**config.mk**
```make
export PLATFORM = sky130hd
export DESIGN_NAME = feeder_bus_master
export DESIGN_NICKNAME = d
export VERILOG_FILES = /design/src/rtl/feeder_bus_master.sv
export SDC_FILE = /design/constraint.sdc
export NUM_CORES = 1
export LEC_CHECK = 0
export BUFFER_PORTS_ARGS = -buffer_cell sky130_fd_sc_hd__buf_4
export CORE_MARGIN = 8
export CORE_UTILIZATION = 53
export CTS_CLUSTER_DIAMETER = 150
export DETAILED_ROUTE_END_ITERATION = 16
export GPL_ROUTABILITY_DRIVEN = 0
export PLACE_DENSITY = 0.85
export SETUP_SLACK_MARGIN = 0.15
export SLEW_MARGIN = 10
export SYNTH_ARGS = -nofsm -noshare
export SYNTH_HDL_FRONTEND = slang
export SYNTH_SLANG_ARGS = --single-unit
```
**constraint.sdc**
```tcl
create_clock -name clk_i -period 5.7 [get_ports clk_i]
set_input_delay 0.57 -clock clk_i [delete_from_list [all_inputs] [get_ports clk_i]]
set_output_delay 0.57 -clock clk_i [all_outputs]
set_load 0.02 [all_outputs]
```
**src/rtl/feeder_bus_master.sv**
```systemverilog
// feeder_bus_master: bus initiator that writes operands A and B to an accelerator,
// then reads its result back, with a per-transaction ready_i timeout.
module feeder_bus_master #(
  parameter int unsigned     XLEN      = 32,
  parameter logic [XLEN-1:0] BASE_ADDR = 32'hC4000000,
  parameter int unsigned     TIMEOUT   = 255
) (
  input  logic            clk_i,
  input  logic            rst_i,
  input  logic            cmd_valid_i,
  output logic            cmd_ready_o,
  input  logic [XLEN-1:0] cmd_a_i,
  input  logic [XLEN-1:0] cmd_b_i,
  output logic            rsp_valid_o,
  input  logic            rsp_ready_i,
  output logic [XLEN-1:0] rsp_data_o,
  output logic            rsp_err_o,
  output logic            en_o,
  output logic            we_o,
  output logic [XLEN-1:0] addr_o,
  output logic [XLEN-1:0] data_o,
  input  logic            ready_i,
  input  logic [XLEN-1:0] data_i,
  output logic            busy_o
);
  typedef enum logic [2:0] {IDLE, WR_A, GAP_A, WR_B, GAP_B, RD_RES, RSP} state_t;
  localparam logic [15:0]     WAIT_LAST = 16'(TIMEOUT - 1);
  localparam logic [XLEN-1:0] ADDR_B    = BASE_ADDR + XLEN'(4);
  localparam logic [XLEN-1:0] ADDR_RES  = BASE_ADDR + XLEN'(8);
  state_t          state_q, state_d;
  logic [XLEN-1:0] a_q, a_d, b_q, b_d;
  logic [XLEN-1:0] rsp_data_q, rsp_data_d;
  logic            rsp_err_q, rsp_err_d;
  logic [15:0]     wait_q, wait_d;
  always_ff @(posedge clk_i or negedge rst_i) begin
    if (!rst_i) begin
      state_q    <= IDLE;
      a_q        <= '0;
      b_q        <= '0;
      rsp_data_q <= '0;
      rsp_err_q  <= 1'b0;
      wait_q     <= '0;
    end else begin
      state_q    <= state_d;
      a_q        <= a_d;
      b_q        <= b_d;
      rsp_data_q <= rsp_data_d;
      rsp_err_q  <= rsp_err_d;
      wait_q     <= wait_d;
    end
  end
  always_comb begin
    state_d    = state_q;
    a_d        = a_q;
    b_d        = b_q;
    rsp_data_d = rsp_data_q;
    rsp_err_d  = rsp_err_q;
    wait_d     = wait_q;
    en_o       = 1'b0;
    we_o       = 1'b0;
    addr_o     = '0;
    data_o     = '0;
    case (state_q)
      IDLE: if (cmd_valid_i) begin
        a_d     = cmd_a_i;
        b_d     = cmd_b_i;
        wait_d  = '0;
        state_d = WR_A;
      end
      WR_A, WR_B, RD_RES: begin
        en_o   = 1'b1;
        we_o   = state_q != RD_RES;
        addr_o = state_q == WR_A ? BASE_ADDR : state_q == WR_B ? ADDR_B : ADDR_RES;
        data_o = state_q == WR_A ? a_q : state_q == WR_B ? b_q : '0;
        wait_d = wait_q + 16'd1;
        // ready_i takes priority over a timeout landing in the same cycle
        if (ready_i) begin
          state_d = state_q == WR_A ? GAP_A : state_q == WR_B ? GAP_B : RSP;
          if (state_q == RD_RES) begin
            rsp_data_d = data_i;
            rsp_err_d  = 1'b0;
          end
        end else if (wait_q == WAIT_LAST) begin
          state_d    = RSP;
          rsp_data_d = '0;
          rsp_err_d  = 1'b1;
        end
      end
      GAP_A: begin
        wait_d  = '0;
        state_d = WR_B;
      end
      GAP_B: begin
        wait_d  = '0;
        state_d = RD_RES;
      end
      RSP: if (rsp_ready_i) state_d = IDLE;
      default: state_d = IDLE;
    endcase
  end
  assign cmd_ready_o = state_q == IDLE;
  assign busy_o      = state_q != IDLE;
  assign rsp_valid_o = state_q == RSP;
  assign rsp_data_o  = rsp_data_q;
  assign rsp_err_o   = rsp_err_q;
endmodule

```
### Word-level counts from Yosys, hierarchy flattened

Index checks and enable logic that the tools add are counted.
W data, S select, Z words.

| storage, ports and cells | value |
|---|---|
| flip-flop bits (word level) | 116 |
| bits of input ports | 101 |
| output and inout bits | 102 |
| logic and storage cells | 52 |

| cells by class | value |
|---|---|
| $add $sub $neg | 1 |
| equal/unequal tests | 12 |
| muxes and demuxes | 23 |
| reductions and logical operators | 10 |

Operator list:

| kind | count |
|---|---|
| $mux W32 | 7 |
| $pmux W16 S3 | 1 |
| $add A16 B1 Y16 const B | 1 |
| $eq A16 B8 Y1 const B | 1 |
| $mux W16 | 1 |
| $mux W3 | 5 |
| $pmux W3 S5 | 1 |
| $eq A3 B3 Y1 const B | 3 |
| $mux W4 | 2 |
| $eq A3 B2 Y1 const B | 2 |
| $ne A3 B3 Y1 const B | 2 |
| $reduce_and A3 Y1 | 2 |
| $reduce_bool A3 Y1 | 2 |
| $mux W1 | 5 |
| $ne A2 B1 Y1 const B | 2 |
| $reduce_and A2 Y1 | 2 |
| $eq A3 B1 Y1 const B | 1 |
| $logic_not A3 Y1 | 1 |
| $reduce_or A3 Y1 | 1 |
| $mux W2 | 1 |
| $ne A2 B2 Y1 const B | 1 |
| $reduce_bool A2 Y1 | 1 |
| $reduce_or A2 Y1 | 1 |

### Longest topological paths before layout

Gate-level depths: netlist of the first run.

| logic depth | value |
|---|---|
| depth in word-level cells | 5 |
| gate-level depth with buffers | 7 |

### Worst setup path before layout of the first run

No wires, ideal clock.

| timing path | value |
|---|---|
| path type | flip-flop to output port |
| from | register state_q[1] |
| to | output data_o[11] |
| arrival time | 1.611 ns |
| data required time | 5.130 ns |
| setup slack | 3.519 ns |
| cell stages (with the launch flop) | 5 |
| cells stage by stage | dfrtp_1 -> buf_1 -> buf_1 -> mux2i_1 -> nor2_1 |

| between the ends | value |
|---|---|
| longest elaborated chain between the ends | 4 |
| elaborated cells on any way between the ends | 7 |

RTL lines:

| item | line | RTL |
|---|---|---|
| from (decl) | 30 | `state_t state_q, state_d;` |
| from (signal assigned) | 44 | `state_q <= state_d;` |
| $eq A3 B2 Y1 | 63, 74 |  |
| $mux W32 (2 in series) | 74 | `data_o = state_q == WR_A ? a_q : state_q == WR_B ? b_q : '0;` |
| $mux W32 (*) | 63 | `case (state_q)` |
| to (decl) | 21 | `output logic [XLEN-1:0] data_o,` |

Mark *: on every way between the ends. The rest lies on a longest branch, timed or not.

### Worst setup path after layout of the first run

| timing path | value |
|---|---|
| from | register state_q[1] |
| to | output addr_o[31] |

| between the ends | value |
|---|---|
| longest elaborated chain between the ends | 3 |
| elaborated cells on any way between the ends | 5 |

RTL lines:

| item | line | RTL |
|---|---|---|
| $eq A3 B2 Y1 (tied with other cells) | 63 |  |
| $reduce_or A3 Y1 (*) | 63 |  |
| $mux W32 (*) | 63 |  |
| to (decl) | 20 | `output logic [XLEN-1:0] addr_o,` |

Marked as above.

==> flow_metrics.env, run 1 <==
export IMPL_outcome="complete, no violations"
export IMPL_die_y_microns=117
export IMPL_r2r_start="state_q[1]"
export IMPL_crit_path_start_kind="flip-flop"
export IMPL_dp_cells=727
export IMPL_design_area_sq_um=7290
export IMPL_grt_pass1_wl_microns=22200
export IMPL_reg2reg_depth=6
export IMPL_hold_class="in -> async"
export IMPL_synth_most_common_cell="dfrtp_1"
export IMPL_grt_pass1_vias=4461
export IMPL_fin_skew_ns=0.00557
export IMPL_max_stage_delay_ns=0.54
export IMPL_drc=0
export IMPL_ios=203
export IMPL_fp_dieW_microns=117
export IMPL_synth_seq_cells=116
export IMPL_maxSlewHeadroom_pct=43.8
export IMPL_synth_area_sq_um=5360
export IMPL_root_buffer="clkbuf_8"
export IMPL_fp_row_count=36
export IMPL_path_class="reg -> out"
export IMPL_fillCellCount=648
export IMPL_register_area_sq_um=2900
export IMPL_cts_tree="yes"
export IMPL_drv_slew=0
export IMPL_grt_max_degree=70
export IMPL_fin_cells=759
export IMPL_synth_top_cells_by_count="116 x dfrtp_1, 64 x mux2_1, 44 x nor2_1, 33 x mux2i_1, 32 x a22o_1"
export IMPL_final_setup_tns_ns=0
export IMPL_synth_edf_count=0
export IMPL_leakage_uw=0.00355
export IMPL_rsz0062_at_grt="false"
export IMPL_r2r_end="b_q[22]"
export IMPL_cap_violations=0
export IMPL_dr_first_iter_drc_count=204
export IMPL_ys_flop_type="dfrtp_1"
export IMPL_peakVddDrop_uv=402
export IMPL_routed_via_density=5.36
export IMPL_cp_top_family="buffers and inverters"
export IMPL_post_route_min_period_ns=2.82
export IMPL_ff2ff_setup_slack_ns=2.90
export IMPL_post_cts_setup_buffers=0
export IMPL_crit_path_end_kind="output port"
export IMPL_path_max_fanout=40
export IMPL_die_area_sq_um=13600
export IMPL_fin_crit_sh_pct=49.5
export IMPL_initial_core_util_pct=54.6
export IMPL_crit_top_cell="buf_4"
export IMPL_wl_microns=14300
export IMPL_synth_area_leaders="dfrtp_1 54%, mux2_1 13%, mux2i_1 6.2%"
export IMPL_drt_first_pass_iters=4
export IMPL_postRouteAntennaNets=0
export IMPL_io_buffer_count=175
export IMPL_numCtsBuffers=17
export IMPL_antenna_found_initial=0
export IMPL_h_tree_depth=4
export IMPL_clk_latency_ns=0.52
export IMPL_drive_gt1_share_pct=34.8
export IMPL_path_clk_slew_ns=0.06
export IMPL_wl_per_cell_microns=18.9
export IMPL_seq_area_frac_synth_pct=54.1
export IMPL_worstPathArrival_ns=2.25
export IMPL_route_vias_total=4066
export IMPL_worst_slew_pin_slew_ns=0.843
export IMPL_fmax_mhz=355
export IMPL_cp_num_buf_inv=2
export IMPL_setup_violations=0
export IMPL_cts_hold_buf=0
export IMPL_dp_hpwl_microns=9940
export IMPL_synth_top_area_cell="dfrtp_1"
export IMPL_syn_inst=446
export IMPL_crit_start="state_q[1]"
export IMPL_synthArstFlopShare_pct=100
export IMPL_placed_area_sq_um=6640
export IMPL_final_hold_violation_count=0
export IMPL_slowest_stage="buf_4"
export IMPL_ys_types=40
export IMPL_crit_chain="buf_4, nand2_1, and2_1, buf_4"
export IMPL_area_growth_pct=36.0
export IMPL_clock_sinks=116
export IMPL_utilization_pct=74.3
export IMPL_fp_coreArea_sq_um=9820
export IMPL_postCtsResizedCells=0
export IMPL_n_antenna_cell=0
export IMPL_track_usage_pct=21.3
export IMPL_pwr_density_cell_nw_per_um2=599
export IMPL_critPathRequiredTime_ns=5.13
export IMPL_avgSynthCellArea_sq_um=12.0
export IMPL_grt_ovfl_total=0
export IMPL_multiInputGateArea_sq_um=2200
export IMPL_layout_nets=716
export IMPL_clk_path_buf_depth=2
export IMPL_yosysTopAreaCellShare_pct=54.1
export IMPL_yosys_warnings=0
per-stage QoR:
stage                     hold WS (ns)  setup slack (ns)  total power, uW
after global placement           0.466              2.99             3130
after global routing             0.230              2.75             4600
final                            0.163              2.88             4370
after floorplan                  0.274              3.52             2530
after CTS                        0.183              2.87             4400
after detailed placement         0.474              2.93             3210
routing by layer:
| metal | wire length (microns) | up-vias | track usage (%) |
|---|---|---|---|
| li1 | - | 1879 | - |
| met1 | 5520 | 2001 | 24.5 |
| met2 | 7330 | 163 | 36.0 |
| met3 | 1170 | 23 | 6.88 |
| met4 | 291 | 0 | 8.45 |
| met5 | 0 | - | 0 |
placed cells by master (no fill, tap or decap), types with 3 or more instances in the layout:
cell type and count:
dfrtp_1 115, clkbuf_16 16, o31ai_1 7, nand3_1 5
or4_1 8, nor3_1 3, mux2_1 64, a22o_1 32
nand4_1 4, nor2_1 44, nand2_1 11, xnor2_1 3
and4_1 3, clkbuf_8 3, bufinv_16 5, a21oi_1 9
inv_2 3, mux2i_1 33, or3_1 4, buf_4 180
clkinvlp_4 4, conb_1 27, and2_1 6, o21ai_1 3
a31oi_1 3, inv_1 3
worst max path at each step:
stage / endpoint / depth (start not counted)
finish: addr_o[31] / 4
global route: addr_o[31] / 4
CTS: addr_o[31] / 4
detailed placement: b_q[1] / 6
global placement: b_q[3] / 6
floorplan: data_o[11] / 4
flip-flops by register name, indices dropped and copies added (netlist names):
signal / count
b_q: 32
state_q: 3
rsp_data_o: 32
a_q: 32
rsp_err_o: 1
wait_q: 16
cell families (layout without fill, tap and decap cells):
| group | count (synthesis) | count (layout) | synth area share [%] |
|---|---|---|---|
| AOI/OAI and AO/OA | 62 | 62 | 8.84 |
| xor gates and xnor gates | 5 | 5 | 0.817 |
| adders and majority gates | 2 | 2 | 0.467 |
| buffers and inverters | 64 | 218 | 6.81 |
| DFF | 116 | 116 | 54.1 |
| muxes | 97 | 97 | 19.6 |
| other | 1 | 27 | 0.0699 |
| and+or+nand+nor | 99 | 99 | 9.26 |
power breakdown:
part | internal, uW | switching, uW
clock network | 777 | 375
logic | 810 | 990
registers | 1190 | 228
total | 2770 | 1590
final cells by class:
class | instances | area share, %
clock buffer | 20 | 6.11
multi-input combinational | 292 | 30.2
timing repair buffer | 180 | 18.5
sequential | 116 | 39.8
inverter | 6 | 0.309
tap | 133 | 2.28
clock inverter | 12 | 2.78
No activity file was read; power rests on OpenSTA's default activity.
==> run 2, diff against run 1 <==
- CORE_UTILIZATION: 53 -> 49
- PLACE_DENSITY: 0.85 -> 0.8
- clock period: 5.7 -> 2.6 ns (I/O delays scaled with it)
==> flow_metrics.env, run 2 (same netlist as run 1, synthesis figures left out) <==
export IMPL_route_vias_total=4585
export IMPL_grt_ovfl_total=0
export IMPL_multiInputGateArea_sq_um=2200
export IMPL_peakVddDrop_uv=736
export IMPL_fmax_mhz=439
export IMPL_leakage_uw=0.00394
export IMPL_fin_skew_ns=0.0108
export IMPL_crit_chain="buf_6, mux2i_1, nor2_1, buf_4"
export IMPL_wl_per_cell_microns=19.0
export IMPL_fp_coreArea_sq_um=10700
export IMPL_worstPathArrival_ns=2.02
export IMPL_setup_violations=0
export IMPL_maxSlewHeadroom_pct=54.6
export IMPL_switchingPower_uw=3590
export IMPL_dr_wl_met3_microns=1270
export IMPL_clock_sinks=116
export IMPL_cp_num_buf_inv=2
export IMPL_fillCellCount=642
export IMPL_layout_common_cells="180 x buf_4, 115 x dfrtp_1, 97 x dlygate4sd3_1, 64 x mux2_1, 44 x nor2_1"
export IMPL_wl_met1_microns=6100
export IMPL_post_route_min_period_ns=2.28
export IMPL_path_class="reg -> out"
export IMPL_cp_top_family="buffers and inverters"
export IMPL_dr_wl_met2_microns=8650
export IMPL_worst_slew_pin_slew_ns=0.676
export IMPL_outcome="complete, no violations"
export IMPL_root_buffer="clkbuf_8"
export IMPL_power_share_clock_pct=22.4
export IMPL_dp_hpwl_microns=10000
export IMPL_dr_first_iter_drc_count=229
export IMPL_p_int_uw=5810
export IMPL_fp_dieW_microns=121
export IMPL_drv_slew=0
export IMPL_grt_max_degree=65
export IMPL_area_growth_pct=53.7
export IMPL_final_hold_violation_count=0
export IMPL_routed_top_layer="met4"
export IMPL_track_usage_pct=23.1
export IMPL_p_sw_share_pct=38.2
export IMPL_hold_class="in -> reg"
export IMPL_path_max_fanout=32
export IMPL_drc=0
export IMPL_io_buffer_count=175
export IMPL_h_tree_depth=4
export IMPL_p_seq_share_pct=33.6
export IMPL_initial_core_util_pct=49.9
export IMPL_post_cts_setup_buffers=0
export IMPL_slowest_stage="dfrtp_2"
export IMPL_die_area_sq_um=14500
export IMPL_grt_pass1_wl_microns=26500
export IMPL_drive_gt1_share_pct=30.1
export IMPL_layout_nets=817
export IMPL_power_total_uw=9410
export IMPL_register_area_sq_um=2900
export IMPL_crit_path_start_kind="flip-flop"
export IMPL_die_y_microns=121
export IMPL_pwr_density_cell_nw_per_um2=1140
export IMPL_drt_first_pass_iters=4
export IMPL_rsz0062_at_grt="false"
export IMPL_path_clk_slew_ns=0.05
export IMPL_numCtsBuffers=17
export IMPL_routed_via_density=5.26
export IMPL_antenna_found_initial=5
export IMPL_cap_violations=0
export IMPL_cts_tree="yes"
export IMPL_fp_row_count=38
export IMPL_clk_path_buf_depth=2
export IMPL_postRouteAntennaNets=0
export IMPL_ios=203
export IMPL_max_stage_delay_ns=0.48
export IMPL_critPathRequiredTime_ns=2.34
export IMPL_crit_path_end_kind="output port"
export IMPL_clk_latency_ns=0.52
export IMPL_wl_microns=16600
export IMPL_mostFrequentLayoutCell="buf_4"
export IMPL_fin_crit_sh_pct=87.6
export IMPL_grt_pass1_vias=5102
export IMPL_combPwrFrac_pct=44.0
export IMPL_final_setup_tns_ns=0
==> run 2: changes by cell type in the layout (fill, tap and decap cells not counted), sizes merged <==
cell and delta:
clkinvlp -1, clkbuf +2, bufinv -4, diode +5, dlygate4sd3 +97, buf +4
clkinv +3
==> run 2: stage by stage <==
step                      std cells  hold WS, ns  utilization (%)  setup WS (ns)  cell area, sq um
final                           872       0.0621             76.7          0.323              8240
after global routing            872       0.0944             76.7          0.233              8240
after CTS                       867       0.0458             76.6          0.252              8230
after detailed placement        738        0.187             62.5          0.498              6720
after global placement          738        0.188             62.5          0.599              6720
after floorplan                 472      -0.0356                -          0.585              5460
==> run 2: per-layer routing <==
metal	global-route usage, %	vias to the layer above
met4	12.2	0
met5	0	-
met1	24.4	2254
met2	40.1	199
met3	7.74	40
li1	-	2092
==> run 2: power by group through the flow <==
stage	registers [uW]	logic (uW)	clock network, uW
3_5_place_dp	3120	3960	0
5_1_grt	3260	4430	2220
4_1_cts	3120	4090	2140
6_report	3160	4140	2110
2_1_floorplan	3220	2330	0
3_3_place_gp	3060	3870	0
==> run 2: final timing paths <==
| kind | end | start | slack, ns | cells after the start |
|---|---|---|---|---|
| setup / recovery | data_o[12] | state_q[1] | 0.32 | 4 |
| hold / removal | state_q[2] | ready_i | 0.06 | 3 |
| setup reg to reg | a_q[15] | state_q[0] | 0.47 | 5 |
| hold reg to reg | a_q[19] | a_q[19] | 0.48 | 1 |
| max in group asynchronous | rsp_err_o | rst_i | 1.74 | 3 |
| min in group asynchronous | wait_q[4] | rst_i | 0.19 | 2 |
==> run 2: repair_timing <==
action / in CTS / in global routing
endpoints found under the setup margin: 0 / 3
hold buffers: 97 / 0
endpoints found under the hold margin: 120 / 0
resized for setup: 0 / 1
==> run 2: final cells by class <==
class | instances | share of cell area (%)
Sequential cell | 116 | 35.2
Timing Repair Buffer | 281 | 29.0
Multi-Input combinational cell | 292 | 26.7
Clock buffer | 22 | 5.49
Tap cell | 140 | 2.13
Clock inverter | 10 | 1.00
Inverter | 6 | 0.273
Antenna cell | 5 | 0.152
==> run 2: worst reg2reg max path: stages, from the launching register on <==
cell     delay, ns
dfrtp_1       0.55
or3_1         0.46
inv_2         0.08
and2_2        0.31
buf_12        0.24
mux2_1        0.36
